### src/rtl/laser_pkg.sv
// ---------------------------------------------------------------------------
// laser_pkg
// Shared types and default constants for the laser burst controller.
//   laser_state_t : burst FSM state encoding (IDLE, ON, OFF, COOL)
//   LASER_*       : default timing/shape constants used as parameter defaults
//   laser_max3    : helper that sizes the shared phase counter
// ---------------------------------------------------------------------------
package laser_pkg;

    typedef enum logic [1:0] {
        IDLE = 2'd0,
        ON   = 2'd1,
        OFF  = 2'd2,
        COOL = 2'd3
    } laser_state_t;

    localparam int LASER_ON_LEN   = 16;
    localparam int LASER_OFF_LEN  = 8;
    localparam int LASER_PULSES   = 3;
    localparam int LASER_COOLDOWN = 32;

    // Largest of three phase lengths; one counter serves all timed phases.
    function automatic int laser_max3(input int a, input int b, input int c);
        int m;
        m = (a > b) ? a : b;
        return (m > c) ? m : c;
    endfunction

endpackage

### src/rtl/laser_req_arbiter.sv
// ---------------------------------------------------------------------------
// laser_req_arbiter
// Captures button requests, holds pending bits for the non-owner while a
// burst runs, and picks a winner whenever the controller opens arbitration.
// Build option: LASER_ROUND_ROBIN_EN selects round-robin on contention;
// without it requester 0 has fixed priority.
// Ports:
//   CLK, Reset  : clock, synchronous active-high reset
//   B0, B1      : conditioned button requests
//   arb_en      : high on edges where a new burst may be granted
//   owner       : one-hot owner of the running burst (00 when idle)
//   grant_valid : a winner exists on this arbitration edge
//   winner      : one-hot winner (meaningful only with grant_valid)
// ---------------------------------------------------------------------------
module laser_req_arbiter
    import laser_pkg::*;
(
    input  logic       CLK,
    input  logic       Reset,
    input  logic       B0,
    input  logic       B1,
    input  logic       arb_en,
    input  logic [1:0] owner,
    output logic       grant_valid,
    output logic [1:0] winner
);

    logic pend0;
    logic pend1;
    logic live0;
    logic live1;
    logic prefer1;

    assign live0       = B0 | pend0;
    assign live1       = B1 | pend1;
    assign grant_valid = arb_en & (live0 | live1);

`ifdef LASER_ROUND_ROBIN_EN
    // Index of the requester that won the most recent contested arbitration.
    // A loser's follow-up grant (served from its pending bit) completes the
    // same round and does not move the pointer, so contested rounds alternate.
    logic last_grant;

    assign prefer1 = ~last_grant;

    always_ff @(posedge CLK) begin
        if (Reset) begin
            last_grant <= 1'b1;
        end else if (grant_valid && live0 && live1) begin
            last_grant <= winner[1];
        end
    end
`else
    assign prefer1 = 1'b0;
`endif

    // NOTE: every output of a combinational block gets a default first so no
    // path leaves it unassigned, which would otherwise infer a latch.
    always_comb begin
        winner = 2'b00;
        if (live0 && (!live1 || !prefer1)) begin
            winner = 2'b01;
        end else if (live1) begin
            winner = 2'b10;
        end
    end

    // NOTE: sequential state uses non-blocking assignments so all registers
    // update together from pre-edge values, independent of statement order.
    always_ff @(posedge CLK) begin
        if (Reset) begin
            pend0 <= 1'b0;
            pend1 <= 1'b0;
        end else if (arb_en) begin
            // Winner's request is consumed; a losing live request is kept.
            if (grant_valid) begin
                pend0 <= live0 & ~winner[0];
                pend1 <= live1 & ~winner[1];
            end
        end else begin
            // Burst running: the owner's repeat presses are dropped.
            if (B0 && !owner[0]) begin
                pend0 <= 1'b1;
            end
            if (B1 && !owner[1]) begin
                pend1 <= 1'b1;
            end
        end
    end

endmodule

### src/rtl/laser_burst_ctrl.sv
// ---------------------------------------------------------------------------
// laser_burst_ctrl
// Shares one laser drive between two requesters and turns each grant into a
// burst of PULSES ON phases separated by OFF gaps, followed by a cooldown.
// Build option: LASER_ROUND_ROBIN_EN (round-robin arbitration, see
// laser_req_arbiter); undefined gives fixed priority to requester 0.
// Parameters: ON_LEN, OFF_LEN, PULSES, COOLDOWN (all >= 1)
// Ports:
//   CLK    : clock, rising edge
//   Reset  : synchronous active-high reset
//   B0, B1 : requesters 0 and 1
//   XL     : laser drive
//   Grant  : one-hot owner of the current burst, 00 when idle
//   Busy   : high from burst start through the last cooldown cycle
//   Done   : one-cycle pulse in the first cooldown cycle
// ---------------------------------------------------------------------------
module laser_burst_ctrl
    import laser_pkg::*;
#(
    parameter int ON_LEN   = LASER_ON_LEN,
    parameter int OFF_LEN  = LASER_OFF_LEN,
    parameter int PULSES   = LASER_PULSES,
    parameter int COOLDOWN = LASER_COOLDOWN
) (
    input  logic       CLK,
    input  logic       Reset,
    input  logic       B0,
    input  logic       B1,
    output logic       XL,
    output logic [1:0] Grant,
    output logic       Busy,
    output logic       Done
);

    localparam int PH_W = $clog2(laser_max3(ON_LEN, OFF_LEN, COOLDOWN) + 1);
    localparam int PC_W = $clog2(PULSES + 1);

    localparam logic [PH_W-1:0] ON_LAST    = PH_W'(ON_LEN - 1);
    localparam logic [PH_W-1:0] OFF_LAST   = PH_W'(OFF_LEN - 1);
    localparam logic [PH_W-1:0] COOL_LAST  = PH_W'(COOLDOWN - 1);
    localparam logic [PC_W-1:0] PULSE_LAST = PC_W'(PULSES - 1);

    laser_state_t    state;
    laser_state_t    state_next;
    logic [PH_W-1:0] phase_cnt;
    logic [PC_W-1:0] pulse_cnt;
    logic            phase_done;
    logic            last_pulse;
    logic            arb_en;
    logic            grant_valid;
    logic [1:0]      winner;

    // Phase counter starts at 0 on entry, so a phase ends when it reaches
    // LEN-1 and lasts exactly LEN cycles.
    always_comb begin
        phase_done = 1'b0;
        case (state)
            ON:      phase_done = (phase_cnt == ON_LAST);
            OFF:     phase_done = (phase_cnt == OFF_LAST);
            COOL:    phase_done = (phase_cnt == COOL_LAST);
            default: phase_done = 1'b0;
        endcase
    end

    assign last_pulse = (pulse_cnt == PULSE_LAST);

    // The last cooldown edge behaves like IDLE so a pending request starts
    // on the edge where Busy would otherwise fall, with no idle gap.
    assign arb_en = (state == IDLE) || ((state == COOL) && phase_done);

    laser_req_arbiter u_arb (
        .CLK         (CLK),
        .Reset       (Reset),
        .B0          (B0),
        .B1          (B1),
        .arb_en      (arb_en),
        .owner       (Grant),
        .grant_valid (grant_valid),
        .winner      (winner)
    );

    always_comb begin
        state_next = state;
        case (state)
            IDLE: begin
                if (grant_valid) begin
                    state_next = ON;
                end
            end
            ON: begin
                if (phase_done) begin
                    state_next = last_pulse ? COOL : OFF;
                end
            end
            OFF: begin
                if (phase_done) begin
                    state_next = ON;
                end
            end
            COOL: begin
                if (phase_done) begin
                    state_next = grant_valid ? ON : IDLE;
                end
            end
            default: state_next = IDLE;
        endcase
    end

    always_ff @(posedge CLK) begin
        if (Reset) begin
            state <= IDLE;
        end else begin
            state <= state_next;
        end
    end

    always_ff @(posedge CLK) begin
        if (Reset) begin
            phase_cnt <= '0;
            pulse_cnt <= '0;
        end else begin
            if (state_next != state) begin
                phase_cnt <= '0;
            end else if (state != IDLE) begin
                phase_cnt <= phase_cnt + 1'b1;
            end

            // Counts completed ON phases; the last one returns it to 0 as
            // the burst enters cooldown.
            if ((state == ON) && phase_done) begin
                pulse_cnt <= last_pulse ? '0 : pulse_cnt + 1'b1;
            end
        end
    end

    // Outputs are registered from the next state so they change on the same
    // edge as the state they describe.
    always_ff @(posedge CLK) begin
        if (Reset) begin
            XL    <= 1'b0;
            Grant <= 2'b00;
            Busy  <= 1'b0;
            Done  <= 1'b0;
        end else begin
            XL   <= (state_next == ON);
            Busy <= (state_next != IDLE);
            Done <= (state == ON) && (state_next == COOL);
            if (grant_valid) begin
                Grant <= winner;
            end else if (state_next == IDLE) begin
                Grant <= 2'b00;
            end
        end
    end

endmodule

### config.mk
export PLATFORM = sky130hd
export DESIGN_NAME = laser_burst_ctrl
export DESIGN_NICKNAME = d
export VERILOG_FILES = /design/src/rtl/laser_pkg.sv /design/src/rtl/laser_req_arbiter.sv /design/src/rtl/laser_burst_ctrl.sv
export SDC_FILE = /design/constraint.sdc
export NUM_CORES = 1
export LEC_CHECK = 0
export CELL_PAD_IN_SITES_DETAIL_PLACEMENT = 1
export CELL_PAD_IN_SITES_GLOBAL_PLACEMENT = 2
export CORE_MARGIN = 4
export CORE_UTILIZATION = 25
export DETAILED_ROUTE_END_ITERATION = 7
export HOLD_SLACK_MARGIN = 0.12
export PLACE_DENSITY = 0.6
export SLEW_MARGIN = 10
export SYNTH_ARGS = -nofsm -noshare
export SYNTH_HDL_FRONTEND = slang
export SYNTH_HIERARCHICAL = 1
export SYNTH_SLANG_ARGS = --single-unit
### constraint.sdc
create_clock -name CLK -period 3 [get_ports CLK]
set_clock_uncertainty 0.15 [all_clocks]
set_input_delay 0.6 -clock CLK [delete_from_list [all_inputs] [get_ports CLK]]
set_output_delay 0.6 -clock CLK [all_outputs]
set_load 0.03 [all_outputs]
==> impl_results.html <==
<table>
<tr><th>Metric</th><th>Value</th></tr>
<tr><th colspan="2">Logic synthesis</th></tr>
<tr><td>Syn_nets</td><td>roughly 110</td></tr>
<tr><td>Post-synthesis cell type with the largest combined area</td><td>sky130_fd_sc_hd__dfxtp_1</td></tr>
<tr><td>Ys Warns</td><td>6</td></tr>
<tr><td>Simple-gate share of the synthesized area</td><td>0.335</td></tr>
<tr><td>Post-synth cell types</td><td>between 40 and 50</td></tr>
<tr><td>Post-Synthesis Mean Instance Area</td><td>8.63 µm²</td></tr>
<tr><td>Cells taking the most area after synthesis</td><td>sky130_fd_sc_hd__dfxtp_1, sky130_fd_sc_hd__nor2_1, sky130_fd_sc_hd__a21oi_1, sky130_fd_sc_hd__nand3b_1, sky130_fd_sc_hd__nand4b_4</td></tr>
<tr><td>Yosys top cell area share</td><td>0.394</td></tr>
<tr><td>Multiplexer area fraction after synthesis</td><td>0.0116</td></tr>
<tr><td>Post-synth design cell area</td><td>863 µm²</td></tr>
<tr><td>Flip-flop and latch count after synthesis</td><td>17</td></tr>
<tr><td>Adder-cell share of the synthesized area</td><td>0.0145</td></tr>
<tr><td>Largest family of logic cells by synthesized area</td><td>simple AND/OR/NAND/NOR gates</td></tr>
<tr><td>Parity-gate share of the synthesized area counting xor and xnor cells</td><td>0.0304</td></tr>
<tr><td>Sequential cell area fraction in the yosys report</td><td>0.394</td></tr>
<tr><td>Synthesized-area fraction occupied by ao, oa, aoi and oai cells</td><td>0.151</td></tr>
<tr><td>Cell count after synthesis</td><td>100</td></tr>
<tr><th colspan="2">Drt</th></tr>
<tr><td>Number of nets with antenna violations after detailed routing</td><td>0</td></tr>
<tr><td>Detailed router's first-iteration violation count</td><td>14</td></tr>
<tr><td>Number of vias per cell after detailed routing</td><td>roughly 4.8</td></tr>
<tr><td>Average routed wire per standard cell</td><td>about 13 µm</td></tr>
<tr><td>DR DRC count</td><td>0</td></tr>
<tr><td>First-pass iteration count of the detailed router</td><td>4</td></tr>
<tr><td>Total vias in the final route</td><td>742</td></tr>
<tr><td>Total wire length after detailed routing</td><td>1.96 mm</td></tr>
<tr><th colspan="2">Clock network</th></tr>
<tr><td>Deepest clock path buffer count</td><td>2</td></tr>
<tr><td>Clk slew on worst S/H paths</td><td>between 0.1 and 0.15 ns</td></tr>
<tr><td>Clk sinks</td><td>17</td></tr>
<tr><td>CTS tree</td><td>built</td></tr>
<tr><td>Root Buffer Master</td><td>sky130_fd_sc_hd__clkbuf_4</td></tr>
<tr><td>Cts hold-fix bufs</td><td>0</td></tr>
<tr><td>Post-cts gate resize count</td><td>0</td></tr>
<tr><td>Buffer count from post-CTS setup fixing</td><td>0</td></tr>
<tr><td>Number of H-tree branching levels</td><td>1</td></tr>
<tr><td>Worst-skew pair later-pin latency</td><td>roughly 0.3 ns</td></tr>
<tr><td>Clock buffers created by TritonCTS</td><td>3</td></tr>
<tr><th colspan="2">Setup path</th></tr>
<tr><td>Maximum fanout encountered on the critical timing path</td><td>6</td></tr>
<tr><td>Arr. time, crit path</td><td>2.35 ns</td></tr>
<tr><td>Worst EP required</td><td>around 3.0 ns</td></tr>
<tr><td>Kind of critical path</td><td>reg -&gt; reg</td></tr>
<tr><td>Category of the worst setup path launch point</td><td>register</td></tr>
<tr><td>Worst Setup End Kind</td><td>register</td></tr>
<tr><th colspan="2">Status</th></tr>
<tr><td>Result of the run</td><td>finished, final reports clean</td></tr>
<tr><th colspan="2">STA</th></tr>
<tr><td>Final-report setup violation count</td><td>0</td></tr>
<tr><td>Unrepaired setup endpoints after global routing</td><td>false</td></tr>
<tr><td>Transition time at the pin with the least slew margin</td><td>0.632 ns</td></tr>
<tr><td>Total Negative Setup Slacks</td><td>0 ns</td></tr>
<tr><td>Worst relative slew slack</td><td>0.577</td></tr>
<tr><td>Max frequency</td><td>roughly 430 MHz</td></tr>
<tr><td>Final hold violations</td><td>0</td></tr>
<tr><td>Final Critical Period</td><td>about 2.3 ns</td></tr>
<tr><td>Setup ws final</td><td>0.665 ns</td></tr>
<tr><td>Pins over their slew limit</td><td>0</td></tr>
<tr><td>Final period util</td><td>0.778</td></tr>
<tr><th colspan="2">Die</th></tr>
<tr><td>Initial Utilization</td><td>0.259</td></tr>
<tr><td>Die Outline Area</td><td>approximately 4500 µm²</td></tr>
<tr><td># rows</td><td>21</td></tr>
<tr><td>Core Area</td><td>between 3000 and 4000 µm²</td></tr>
<tr><td>Width of the chip</td><td>66.8 µm</td></tr>
<tr><td>Top-Level Pins</td><td>9</td></tr>
<tr><td>Die boundary height</td><td>about 67 µm</td></tr>
<tr><th colspan="2">Cells and area</th></tr>
<tr><td>Nets@finish</td><td>around 110</td></tr>
<tr><td>Post-Layout Inst Area</td><td>1000 µm²</td></tr>
<tr><td>Fin cells</td><td>154</td></tr>
<tr><td>Fill cells</td><td>slightly above 400</td></tr>
<tr><td>Diodes inserted</td><td>0</td></tr>
<tr><td>Proportion of layout cells with a drive suffix above 1</td><td>0.102</td></tr>
<tr><td>Area growth from synthesis to layout</td><td>16.2%</td></tr>
<tr><th colspan="2">GRT</th></tr>
<tr><td>Total track usage</td><td>0.101</td></tr>
<tr><td>GR Overflow Total</td><td>0</td></tr>
<tr><td>Via count of the first global-routing pass</td><td>733</td></tr>
<tr><td>Pin count of the biggest net entering global routing</td><td>16</td></tr>
<tr><td>First-pass GRT wire length</td><td>3.39 mm</td></tr>
<tr><td>Initial antenna violation count</td><td>0</td></tr>
<tr><th colspan="2">Power and ir drop</th></tr>
<tr><td>Worst VDD drop</td><td>between 0.2 and 0.25 mV</td></tr>
<tr><td>NetSw</td><td>0.000128 W</td></tr>
<tr><td>Leakage power</td><td>just under 0.4 nW</td></tr>
<tr><td>Proportion of power drawn by flip-flops and latches</td><td>0.556</td></tr>
<tr><td>Internal Power</td><td>0.000312 W</td></tr>
<tr><td>Power per standard cell area</td><td>approximately 440 nW/µm²</td></tr>
<tr><td>Combinational group share of total power</td><td>0.151</td></tr>
<tr><td>Fraction of power spent switching nets</td><td>0.290</td></tr>
<tr><td>Portion of total power attributed to the clock network</td><td>0.292</td></tr>
<tr><th colspan="2">Place</th></tr>
<tr><td>Pre-CTS setup slack</td><td>about 0.61 ns</td></tr>
<tr><td>Count of buffers from port buffering</td><td>8</td></tr>
<tr><td>Placed cells</td><td>150</td></tr>
<tr><td>Detailed Place HPWL</td><td>roughly 1.5 mm</td></tr>
<tr><td>Cell area reported after detailed placement</td><td>around 980 µm²</td></tr>
<tr><td>Routability congestion estimate from global placement</td><td>0.776</td></tr>
<tr><th colspan="2">Flow run</th></tr>
<tr><td>Max capacitance violation total</td><td>0</td></tr>
<tr><th colspan="2">Worst hold path</th></tr>
<tr><td>Worst hold path class</td><td>reg -&gt; reg</td></tr>
</table>
-- power by group through the flow --
stage / clock, W / sequential [W] / combinational [W]
finish: 0.000129 / 0.000245 / 0.0000667
global route: 0.000146 / 0.000247 / 0.0000743
CTS: 0.000138 / 0.000245 / 0.0000678
detailed placement: 0 / 0.000250 / 0.0000675
global placement: 0 / 0.000250 / 0.0000678
floorplan: 0 / 0.000254 / 0.0000369
-- cells by family (layout without fill, tap and decap cells) --
family | after synthesis | count (layout)
flip-flops | 17 | 17
buffers and inverters | 10 | 18
AND/OR/NAND/NOR | 48 | 48
AO/OA/AOI/OAI | 20 | 20
XOR/XNOR | 3 | 3
adder cells (fa/ha/maj) | 1 | 1
multiplexers | 1 | 1
-- critical path: stages (launching register included) --
cell and delay, ns:
sky130_fd_sc_hd__dfxtp_1 0.35, sky130_fd_sc_hd__ha_1 0.28, sky130_fd_sc_hd__and3b_4 0.24, sky130_fd_sc_hd__a21oi_1 0.17, sky130_fd_sc_hd__inv_1 0.10, sky130_fd_sc_hd__a21boi_0 0.15
sky130_fd_sc_hd__o311a_1 0.37, sky130_fd_sc_hd__a221oi_1 0.29, sky130_fd_sc_hd__nor4_1 0.10
-- cell usage in the layout (no fill, tap or decap), types with 3 or more instances in the layout --
| cell | instances |
|---|---|
| sky130_fd_sc_hd__nor3_1 | 3 |
| sky130_fd_sc_hd__nand3b_1 | 5 |
| sky130_fd_sc_hd__dfxtp_1 | 17 |
| sky130_fd_sc_hd__inv_1 | 4 |
| sky130_fd_sc_hd__nor2_1 | 16 |
| sky130_fd_sc_hd__a21oi_1 | 8 |
| sky130_fd_sc_hd__nor4_1 | 3 |
| sky130_fd_sc_hd__nand2_1 | 5 |
| sky130_fd_sc_hd__clkbuf_4 | 3 |
| sky130_fd_sc_hd__clkdlybuf4s50_1 | 8 |
-- Yosys cell counts (all sizes together) --
cell	n
o21ai	3
buf	5
nor4	3
or2	1
and3b	1
a211oi	1
nand3b	5
or3b	1
or3	1
nor4b	2
and4	1
xnor2	1
nand4	1
a32oi	1
nand4b	2
dfxtp	17
nor3	3
a221oi	1
nand2b	2
nand2	5
nor2	17
nor3b	1
a21oi	9
clkbuf	1
o311a	1
nor2b	1
o2111ai	1
inv	4
ha	1
and2b	1
a22oi	1
a21boi	1
mux2i	1
o31ai	1
xor2	2
-- flip-flops by register name, indices dropped and copies added (netlist names) --
name	flops
Busy	1
Done	1
Grant	2
XL	1
phase_cnt	6
pulse_cnt	2
state	2
u_arb/pend0	1
u_arb/pend1	1
-- per-layer routing --
| metal | up-vias | routed length [µm] | track usage |
|---|---|---|---|
| met5 | - | 0 | 0 |
| met4 | 0 | 18 | 0.0305 |
| met3 | 2 | 59 | 0.0371 |
| met2 | 7 | 930 | 0.165 |
| met1 | 359 | 950 | 0.124 |
| li1 | 374 | - | - |
-- area by class of cell --
| class | instances | area, µm² | share of cell area |
|---|---|---|---|
| Clock buffer | 3 | 22.5 | 0.0224 |
| Clock inverter | 1 | 5.00 | 0.00499 |
| Inverter | 4 | 15.0 | 0.0150 |
| Multi-Input combinational cell | 73 | 468 | 0.466 |
| Sequential cell | 17 | 340 | 0.339 |
| Tap cell | 46 | 57.6 | 0.0574 |
| Timing Repair Buffer | 10 | 95.1 | 0.0948 |
-- through the flow --
| stage | hold WS (ns) | total power [W] | util |
|---|---|---|---|
| final | 0.342 | 0.000440 | 0.301 |
| after detailed placement | 0.332 | 0.000318 | 0.292 |
| after CTS | 0.348 | 0.000451 | 0.301 |
| after global placement | 0.309 | 0.000318 | 0.292 |
| after global routing | 0.384 | 0.000467 | 0.301 |
| after floorplan | 0.298 | 0.000291 | - |
-- final timing paths --
kind,startpoint,to,slack (ns),depth (start not counted)
worst max-delay path,phase_cnt[0],XL,0.66,8
worst min-delay path,pulse_cnt[0],pulse_cnt[0],0.34,2
worst max register to register,phase_cnt[0],XL,0.66,8
worst min register to register,pulse_cnt[0],pulse_cnt[0],0.34,2
No activity file was read; power rests on OpenSTA's default activity.
